`src/rtl/task_dispatcher.sv`:
```
// Task work-queue: per-core holding registers and a host launch port feed a FIFO of
// queue numbers, which are dispatched round-robin to requesting cores as start PCs.
module task_dispatcher #(
    parameter int unsigned NUM_CORES = 4,
    parameter int unsigned DEPTH     = 8
) (
    input  logic                     clk,
    input  logic                     rst_n,
    input  logic [NUM_CORES-1:0]     queue_wen,
    input  logic [4*NUM_CORES-1:0]   queue_number,
    input  logic [NUM_CORES-1:0]     request_new_pc,
    output logic [16*NUM_CORES-1:0]  new_pc,
    output logic [2*NUM_CORES-1:0]   idle,
    input  logic                     cfg_wen,
    input  logic [3:0]               cfg_idx,
    input  logic [15:0]              cfg_pc,
    input  logic                     launch_valid,
    input  logic [3:0]               launch_queue,
    output logic                     launch_ready,
    output logic                     all_done,
    output logic                     overflow
);

    localparam int unsigned CW = (NUM_CORES > 1) ? $clog2(NUM_CORES) : 1;
    localparam int unsigned AW = $clog2(DEPTH);
    localparam int unsigned NW = $clog2(DEPTH + 1);

    logic [NUM_CORES-1:0]    hv_q, hv_d;
    logic [3:0]              hold_q [NUM_CORES];
    logic [3:0]              hold_d [NUM_CORES];
    logic [3:0]              fifo_q [DEPTH];
    logic [3:0]              fifo_d [DEPTH];
    logic [15:0]             table_q [16];
    logic [15:0]             table_d [16];
    logic [AW-1:0]           wp_q, wp_d, rp_q, rp_d;
    logic [NW-1:0]           cnt_q, cnt_d;
    logic [CW-1:0]           ph_q, ph_d, pg_q, pg_d;
    logic [NUM_CORES-1:0]    pend_q, pend_d;
    logic [16*NUM_CORES-1:0] new_pc_q, new_pc_d;
    logic [2*NUM_CORES-1:0]  idle_q, idle_d;
    logic                    all_done_q, all_done_d;
    logic                    ovf_q, ovf_d;
    logic                    run_q;

    logic                    full, empty;
    logic                    ph_any, pg_any;
    logic [CW-1:0]           ph_win, pg_win, ph_idx, pg_idx;
    logic                    push_hold, push_launch, fifo_push, pop;
    logic [3:0]              push_data;
    logic [15:0]             head_pc;

    assign full  = (cnt_q == NW'(DEPTH));
    assign empty = (cnt_q == '0);

    // Round-robin pick of the occupied holding register, starting at ph_q
    always_comb begin
        ph_any = 1'b0;
        ph_win = '0;
        ph_idx = '0;
        for (int unsigned k = 0; k < NUM_CORES; k++) begin
            ph_idx = CW'((32'(ph_q) + k) % NUM_CORES);
            if (!ph_any && hv_q[ph_idx]) begin
                ph_any = 1'b1;
                ph_win = ph_idx;
            end
        end
    end

    // Round-robin pick of the pending core to grant, starting at pg_q
    always_comb begin
        pg_any = 1'b0;
        pg_win = '0;
        pg_idx = '0;
        for (int unsigned k = 0; k < NUM_CORES; k++) begin
            pg_idx = CW'((32'(pg_q) + k) % NUM_CORES);
            if (!pg_any && pend_q[pg_idx]) begin
                pg_any = 1'b1;
                pg_win = pg_idx;
            end
        end
    end

    // launch_ready is held low for the first cycle out of reset
    assign launch_ready = run_q && !full && !(|hv_q);
    assign push_hold    = ph_any && !full;
    assign push_launch  = launch_ready && launch_valid;
    assign fifo_push    = push_hold || push_launch;
    assign push_data    = push_hold ? hold_q[ph_win] : launch_queue;
    assign pop          = pg_any && !empty;
    assign head_pc      = table_q[fifo_q[rp_q]];

    always_comb begin
        hv_d       = hv_q;
        hold_d     = hold_q;
        fifo_d     = fifo_q;
        table_d    = table_q;
        wp_d       = wp_q;
        rp_d       = rp_q;
        cnt_d      = cnt_q + NW'(fifo_push) - NW'(pop);
        ph_d       = ph_q;
        pg_d       = pg_q;
        pend_d     = pend_q;
        new_pc_d   = new_pc_q;
        idle_d     = idle_q;
        ovf_d      = ovf_q;
        all_done_d = 1'b0;

        if (cfg_wen) begin
            table_d[cfg_idx] = cfg_pc;
        end

        if (push_hold) begin
            hv_d[ph_win] = 1'b0;
            ph_d         = CW'((32'(ph_win) + 32'd1) % NUM_CORES);
        end
        if (fifo_push) begin
            fifo_d[wp_q] = push_data;
            wp_d         = AW'(wp_q + 1'b1);
        end
        if (pop) begin
            rp_d = AW'(rp_q + 1'b1);
            pg_d = CW'((32'(pg_win) + 32'd1) % NUM_CORES);
        end

        for (int unsigned i = 0; i < NUM_CORES; i++) begin
            // A push into a register that drains this same edge is accepted
            if (queue_wen[i]) begin
                if (!hv_q[i] || (push_hold && ph_win == CW'(i))) begin
                    hv_d[i]   = 1'b1;
                    hold_d[i] = queue_number[4*i +: 4];
                end else begin
                    ovf_d = 1'b1;
                end
            end
            if (pop && pg_win == CW'(i)) begin
                pend_d[i]            = 1'b0;
                new_pc_d[16*i +: 16] = head_pc;
            end
            if (request_new_pc[i]) begin
                pend_d[i] = 1'b1;
            end
        end

        all_done_d = (&pend_q) && empty && !(|hv_q) && !(|queue_wen) && !launch_valid;

        for (int unsigned i = 0; i < NUM_CORES; i++) begin
            idle_d[2*i +: 2] = all_done_d ? 2'b10 : (pend_d[i] ? 2'b01 : 2'b00);
        end
    end

    always_ff @(posedge clk or negedge rst_n) begin
        if (!rst_n) begin
            hv_q       <= '0;
            wp_q       <= '0;
            rp_q       <= '0;
            cnt_q      <= '0;
            ph_q       <= '0;
            pg_q       <= '0;
            pend_q     <= '1;
            new_pc_q   <= '0;
            all_done_q <= 1'b0;
            ovf_q      <= 1'b0;
            run_q      <= 1'b0;
            for (int unsigned i = 0; i < NUM_CORES; i++) begin
                hold_q[i]         <= '0;
                idle_q[2*i +: 2]  <= 2'b01;
            end
            for (int unsigned i = 0; i < DEPTH; i++) begin
                fifo_q[i] <= '0;
            end
            for (int unsigned i = 0; i < 16; i++) begin
                table_q[i] <= '0;
            end
        end else begin
            hv_q       <= hv_d;
            hold_q     <= hold_d;
            fifo_q     <= fifo_d;
            table_q    <= table_d;
            wp_q       <= wp_d;
            rp_q       <= rp_d;
            cnt_q      <= cnt_d;
            ph_q       <= ph_d;
            pg_q       <= pg_d;
            pend_q     <= pend_d;
            new_pc_q   <= new_pc_d;
            idle_q     <= idle_d;
            all_done_q <= all_done_d;
            ovf_q      <= ovf_d;
            run_q      <= 1'b1;
        end
    end

    assign new_pc   = new_pc_q;
    assign idle     = idle_q;
    assign all_done = all_done_q;
    assign overflow = ovf_q;

endmodule

```
`config.mk`:
```
export PLATFORM = sky130hd
export DESIGN_NAME = task_dispatcher
export DESIGN_NICKNAME = d
export VERILOG_FILES = /design/src/rtl/task_dispatcher.sv
export SDC_FILE = /design/constraint.sdc
export NUM_CORES = 1
export LEC_CHECK = 0
export ABC_AREA = 1
export CAP_MARGIN = 20
export CORE_MARGIN = 3
export CORE_UTILIZATION = 30
export CTS_CLUSTER_DIAMETER = 80
export DETAILED_ROUTE_END_ITERATION = 7
export SLEW_MARGIN = 25
export SYNTH_ARGS = -nofsm -noshare
export SYNTH_HDL_FRONTEND = slang
export SYNTH_SLANG_ARGS = --single-unit
export TNS_END_PERCENT = 20
```
`constraint.sdc`:
```
create_clock -name clk -period 3.1 [get_ports clk]
set_input_delay 0.62 -clock clk [delete_from_list [all_inputs] [get_ports clk]]
set_output_delay 0.62 -clock clk [all_outputs]
set_load 0.01 [all_outputs]
```
Yosys cells after proc, flatten, opt, wreduce, memory -nomap -nowiden
Index checks and enable logic that the tools add are counted.
{"block": "totals", "regBits": 401, "inputBits": 52, "elab_cells": 225}
{"block": "classes", "addsub": 12, "magnitude_cmp": 17, "eq_ne": 7, "mux": 83, "bitwise": 7, "reduce_logical": 56}
{"cell": "256-bit bitwise mux", "n": 1}
{"cell": "16-bit binary-select mux with 4-bit select", "n": 1}
{"cell": "16-bit demux with 4-bit select", "n": 1}
{"cell": "16-bit two-way mux", "n": 3}
{"cell": "1-bit two-way mux", "n": 45}
{"cell": "32-bit bitwise mux", "n": 1}
{"cell": "4-bit two-way mux", "n": 7}
{"cell": "2-bit by 3-bit less-than comparator with 1-bit output (second input constant)", "n": 9}
{"cell": "1-bit logical AND", "n": 26}
{"cell": "2-bit two-way mux", "n": 12}
{"cell": "1-bit binary-select mux with 2-bit select", "n": 8}
{"cell": "1-bit zero test", "n": 15}
{"cell": "4-bit binary-select mux with 3-bit select", "n": 1}
{"cell": "4-bit demux with 3-bit select", "n": 1}
{"cell": "5-bit greater-or-equal comparator (second input constant)", "n": 2}
{"cell": "4-bit inverter with 5-bit output", "n": 2}
{"cell": "2-bit by 1-bit adder with 2-bit output (second input constant)", "n": 4}
{"cell": "2-bit adder (second input constant)", "n": 4}
{"cell": "4-bit binary-select mux with 2-bit select", "n": 1}
{"cell": "2-bit == test (second input constant)", "n": 4}
{"cell": "4-bit greater-or-equal comparator (second input constant)", "n": 2}
{"cell": "3-bit inverter with 4-bit output", "n": 2}
{"cell": "2-bit AND reduction", "n": 4}
{"cell": "4-bit OR reduction", "n": 2}
{"cell": "17 further kinds", "n": 24}

Depth between registers and ports, before layout
{"block": "logic_depth", "depth_word": 23, "mapped_depth": 17, "mapped_depth_nobuf": 16}

Worst setup path before layout
OpenSTA, ideal clock, no wires.
{"block": "synth_path", "kind": "register to register", "startpoint": "register pg_q[1]", "endpoint": "register cnt_q[2]", "setup_time_ns": 0.123, "arrival_ns": 2.350, "t_required_ns": 2.977, "path_slack_ns": 0.628, "path_stages_with_launch": 16, "synth_period_minus_slack_ns": 2.472, "path_cell_list": "dfrtp_1 -> xnor2_1 -> nand2_1 -> nand2_2 -> nand3_2 -> nor2_2 -> nand2_2 -> nand2_4 -> inv_6 -> buf_12 -> ha_1 -> inv_1 -> ha_1 -> inv_1 -> fa_1 -> xnor2_1"}
{"block": "synth_via", "elab_chain_cells": 14, "elab_cells_between_ends": 23}
{"element": "start: declaration", "line": "37", "rtl": "logic [CW-1:0] ph_q, ph_d, pg_q, pg_d;"}
{"element": "start signal: assignment", "line": "183", "rtl": "pg_q <= pg_d;"}
{"element": "branches (longest 11 deep; another with 2-bit by 1-bit adder with 2-bit output)"}
{"element": "1-bit two-way mux *", "line": "76", "rtl": "if (!pg_any && pend_q[pg_idx]) begin"}
{"element": "1-bit logical AND *", "line": "89", "rtl": "assign pop = pg_any && !empty;"}
{"element": "named net pop", "line": "48", "rtl": "logic push_hold, push_launch, fifo_push, pop;"}
{"element": "4-bit by 1-bit subtractor with 4-bit output *", "line": "99", "rtl": "cnt_d = cnt_q + NW'(fifo_push) - NW'(pop);"}
{"element": "named net cnt_d[2]", "line": "36", "rtl": "logic [NW-1:0] cnt_q, cnt_d;"}
{"element": "end signal: assignment", "line": "181", "rtl": "cnt_q <= cnt_d;"}
{"element": "end: declaration", "line": "36"}
Mark *: on every way through the listed nets, which the timed path passes. The select of a mux whose other input is x is not followed.
A chain may end at the register's enable or synchronous reset.

Final worst setup path
{"block": "layout_path", "startpoint": "register cnt_q[2]", "endpoint": "output launch_ready"}
{"block": "layout_via", "elab_chain_cells": 4}
{"element": "4-bit == test", "line": "52", "rtl": "assign full = (cnt_q == NW'(DEPTH));"}
{"element": "1-bit zero test", "line": "84", "rtl": "assign launch_ready = run_q && !full && !(|hv_q);"}
{"element": "1-bit logical AND (2 in series)", "line": "84"}
{"element": "end: declaration", "line": "19", "rtl": "output logic launch_ready,"}
Every way passes these cells.

==> run summary <==
Outcome - finished, final reports clean
DRC - 0
Max-cap violation count - 0
Post-synth cell types - 42
Total clock sinks - 397
Max Fclk - 0.358 GHz
First-pass GRT wire length - 88.3 mm
Starting density of the core - 30.6%
Hold_buf cts - 1
Largest area contributor in the netlist - dfrtp_1
H-tree Lvls - 2
Via count - 16021
Final Routed Wirelength - 55.2 mm
Flop-to-flop setup slack - 380 ps
Comb pwr share - 54.2%
CP Launch Point - cnt_q[2]$_DFF_PN0_
Seq pwr share - 27.2%
TritonCTS Buffers - 45
VDD IR max - 1110 uV
Pwr Density - 1260 nW/um^2
Clock Skews - 19.0 ps
Die Y - 258 um
Worst-skew pair later-pin latency - 570 ps
Layout cells sized above 1 - 7.13%
Final period utilization - 90.0%
Crit start category - flip-flop
Unrepaired setup endpoints after global routing - no
R2R cell count - 13
Yosys reg bits - 397
Multi-input logic area - 7790 um^2
Worst-margin pin slew - 668 ps
Max-Slew Margin vs Limit - 55.4%
Ys async rst share - 100%
Area contributors post-synth - dfrtp_1 51%, nand2_1 19%, nand3_1 8.0%
Row Count - 91
Resized Gates After CTS - 0
Fin cells - 3363
EDFF count, synth - 0
Routability cong. - 0.811
Yosys warns - 0
Final hold vios - 0
Crit path DAT - 2170 ps
Filler cell count - 6554
Crit-path max FO - 3
Vias per cell - 4.76
Die width - 258 um
Setup TNS - 0 ps
GR Util All Layers - 16.5%
Clock power share - 18.6%
R2r startpoint - pg_q[0]$_DFFE_PN0P_
Initial antenna violation count - 0
Post-synth top cells - 947 x nand2_1, 389 x dfrtp_1, 306 x nand3_1
IO Pins - 127
CTS root buf - clkbuf_16
CP Capture Point - launch_ready
Largest net degree at the start of global routing - 94
PortBufs - 126
Internal Power - 0.0149 W
Ant diodes - 0
Area grow syn2layout - 18.3%
Total grt overflow - 0
CTS max path bufs - 3
Post-layout nets - 2560
Count leader, synth - nand2_1
Register area - 9940 um^2
DRT Pass-1 Iters - 5
Crit Path Class - reg2out
Final setup fails - 0
Minimum clock period - 2790 ps
Die area - 66800 um^2
Leakage power total - 11.2 nW
Initial DRC Count - 1299
CP endpoint kind - output port
Std-Cell Core Area - 62400 um^2
CTS clk-pin slew, worst paths - 60 ps
Vias in the first global route - 15312
Seq/Total Area, Yosys - 52.0%
Syn Std Cell Area - 19100 um^2
Net Sw Power - 0.0136 W
HP Class - reg2reg
FF-to-FF End - new_pc[37]$_DFFE_PN0P_
Synth Net Count - 2494
Crit path required time - 2480 ps
Placed cell count - 3280
Share of the synthesized area in the top cell type - 50.9%
CTS tree - yes
Routed wire per std cell - 16.4 um
Top FF cell, synth - dfrtp_1
Antenna viol nets, final - 0
Syn avg cell area - 7.88 um^2
Pins Over Slew Limit - 0
Post-CTS Setup Bufs - 0
Placed wire-length estimate - 34.5 mm
Syn Inst Count - 2425
Sw frac - 47.7%
Hold Slack - 474 ps
[flip-flops by register name, summed over array words and instances, names as in the netlist]
register / count
table_q: 256
rp_q: 3
ph_q: 2
hold_q: 16
overflow: 1
wp_q: 3
pend_q: 4
idle: 5
fifo_q: 32
cnt_q: 4
run_q: 1
hv_q: 4
pg_q: 2
new_pc: 64
[per-stage QoR]
| stage | setup slack, ps | instance area, um^2 | power [W] | util, % |
|---|---|---|---|---|
| 3_3_place_gp | 434 | 21100 | 0.0232 | 33.9 |
| 3_5_place_dp | 362 | 21100 | 0.0234 | 33.9 |
| 4_1_cts | 270 | 22600 | 0.0288 | 36.2 |
| 5_1_grt | 8.20 | 22600 | 0.0310 | 36.2 |
| 2_1_floorplan | 628 | 19100 | 0.0186 | - |
| 6_report | 309 | 22600 | 0.0286 | 36.2 |
[worst min-delay path by stage]
| stage | from | end | slack [ps] | cells past startpoint |
|---|---|---|---|---|
| after floorplan | rst_n | cnt_q[0]$_DFF_PN0_ | 320 | 0 |
| after CTS | table_q[97]$_DFFE_PN0P_ | table_q[97]$_DFFE_PN0P_ | 480 | 2 |
| after global placement | table_q[103]$_DFFE_PN0P_ | table_q[103]$_DFFE_PN0P_ | 460 | 2 |
| final | new_pc[62]$_DFFE_PN0P_ | new_pc[62]$_DFFE_PN0P_ | 470 | 2 |
| after detailed placement | table_q[10]$_DFFE_PN0P_ | table_q[10]$_DFFE_PN0P_ | 460 | 2 |
| after global routing | new_pc[3]$_DFFE_PN0P_ | new_pc[3]$_DFFE_PN0P_ | 490 | 2 |
[logic make-up (layout without fill, tap and decap cells)]
| kind of cell | after synthesis | in the layout | share of synthesized area, % |
|---|---|---|---|
| AO/OA/AOI/OAI | 310 | 310 | 8.28 |
| XOR/XNOR | 7 | 7 | 0.321 |
| adder cells (fa/ha/maj) | 17 | 17 | 1.15 |
| buffers and inverters | 311 | 412 | 7.43 |
| flip-flops | 397 | 397 | 52.0 |
| other | 1 | 1 | 0.0196 |
| AND/OR/NAND/NOR | 1382 | 1382 | 30.8 |
[final cells by class]
cell class | count | share of cell area, %
Tap cell | 837 | 4.63
Multi-Input combinational cell | 1717 | 34.5
Timing Repair Buffer | 171 | 7.66
Inverter | 159 | 2.73
Clock inverter | 12 | 0.553
Sequential cell | 397 | 44.0
Clock buffer | 70 | 5.98
[routing by layer]
metal	track usage [%]	vias to the layer above	share of wire [%]
li1	-	7863	-
met1	23.9	7628	47
met2	25.8	451	44
met3	2.82	79	6.3
met4	3.88	0	1.9
met5	0	-	0
[cell usage in the layout (no fill, tap or decap), types with 2 or more instances in the layout]
cell type | Yosys | layout
o21ai_1 | 7 | 7
nand3_1 | 306 | 304
inv_2 | 8 | 8
inv_6 | 3 | 3
bufinv_16 | 0 | 2
clkbuf_16 | 0 | 46
inv_4 | 2 | 2
inv_1 | 146 | 146
nand2_8 | 2 | 2
ha_1 | 16 | 16
nor4_1 | 4 | 2
nand2_2 | 13 | 13
a21oi_1 | 45 | 45
dfrtp_1 | 389 | 389
a32o_1 | 2 | 2
o21ai_0 | 250 | 250
nand3_4 | 4 | 6
clkbuf_8 | 0 | 11
nor2_1 | 67 | 67
nand3b_1 | 16 | 16
clkinv_2 | 0 | 8
clkdlybuf4s50_1 | 0 | 125
buf_4 | 29 | 34
nor2_4 | 2 | 2
xnor2_1 | 4 | 4
or2_2 | 4 | 4
nand2_1 | 947 | 946
xor2_1 | 3 | 3
nor4_2 | 0 | 2
a22o_1 | 2 | 2
nor3_1 | 2 | 2
buf_12 | 1 | 10
dfstp_2 | 8 | 8
clkbuf_1 | 67 | 13
nand3_2 | 9 | 9
nand2_4 | 4 | 5
[power by group through the flow]
stage	registers, W	logic (W)	clock network (W)
global route	0.00795	0.0174	0.00565
floorplan	0.00771	0.0109	0
finish	0.00777	0.0155	0.00532
detailed placement	0.00783	0.0155	0
global placement	0.00783	0.0154	0
CTS	0.00777	0.0156	0.00545
[worst max-delay path, stage by stage, from the launching register on]
cell             delay, ps
dfrtp_1                320
inv_1                   70
ha_1                   210
nand3_1                120
nand2_1                 70
nor2_1                 210
clkdlybuf4s50_1        600
Power figures use the tool's default switching activity.
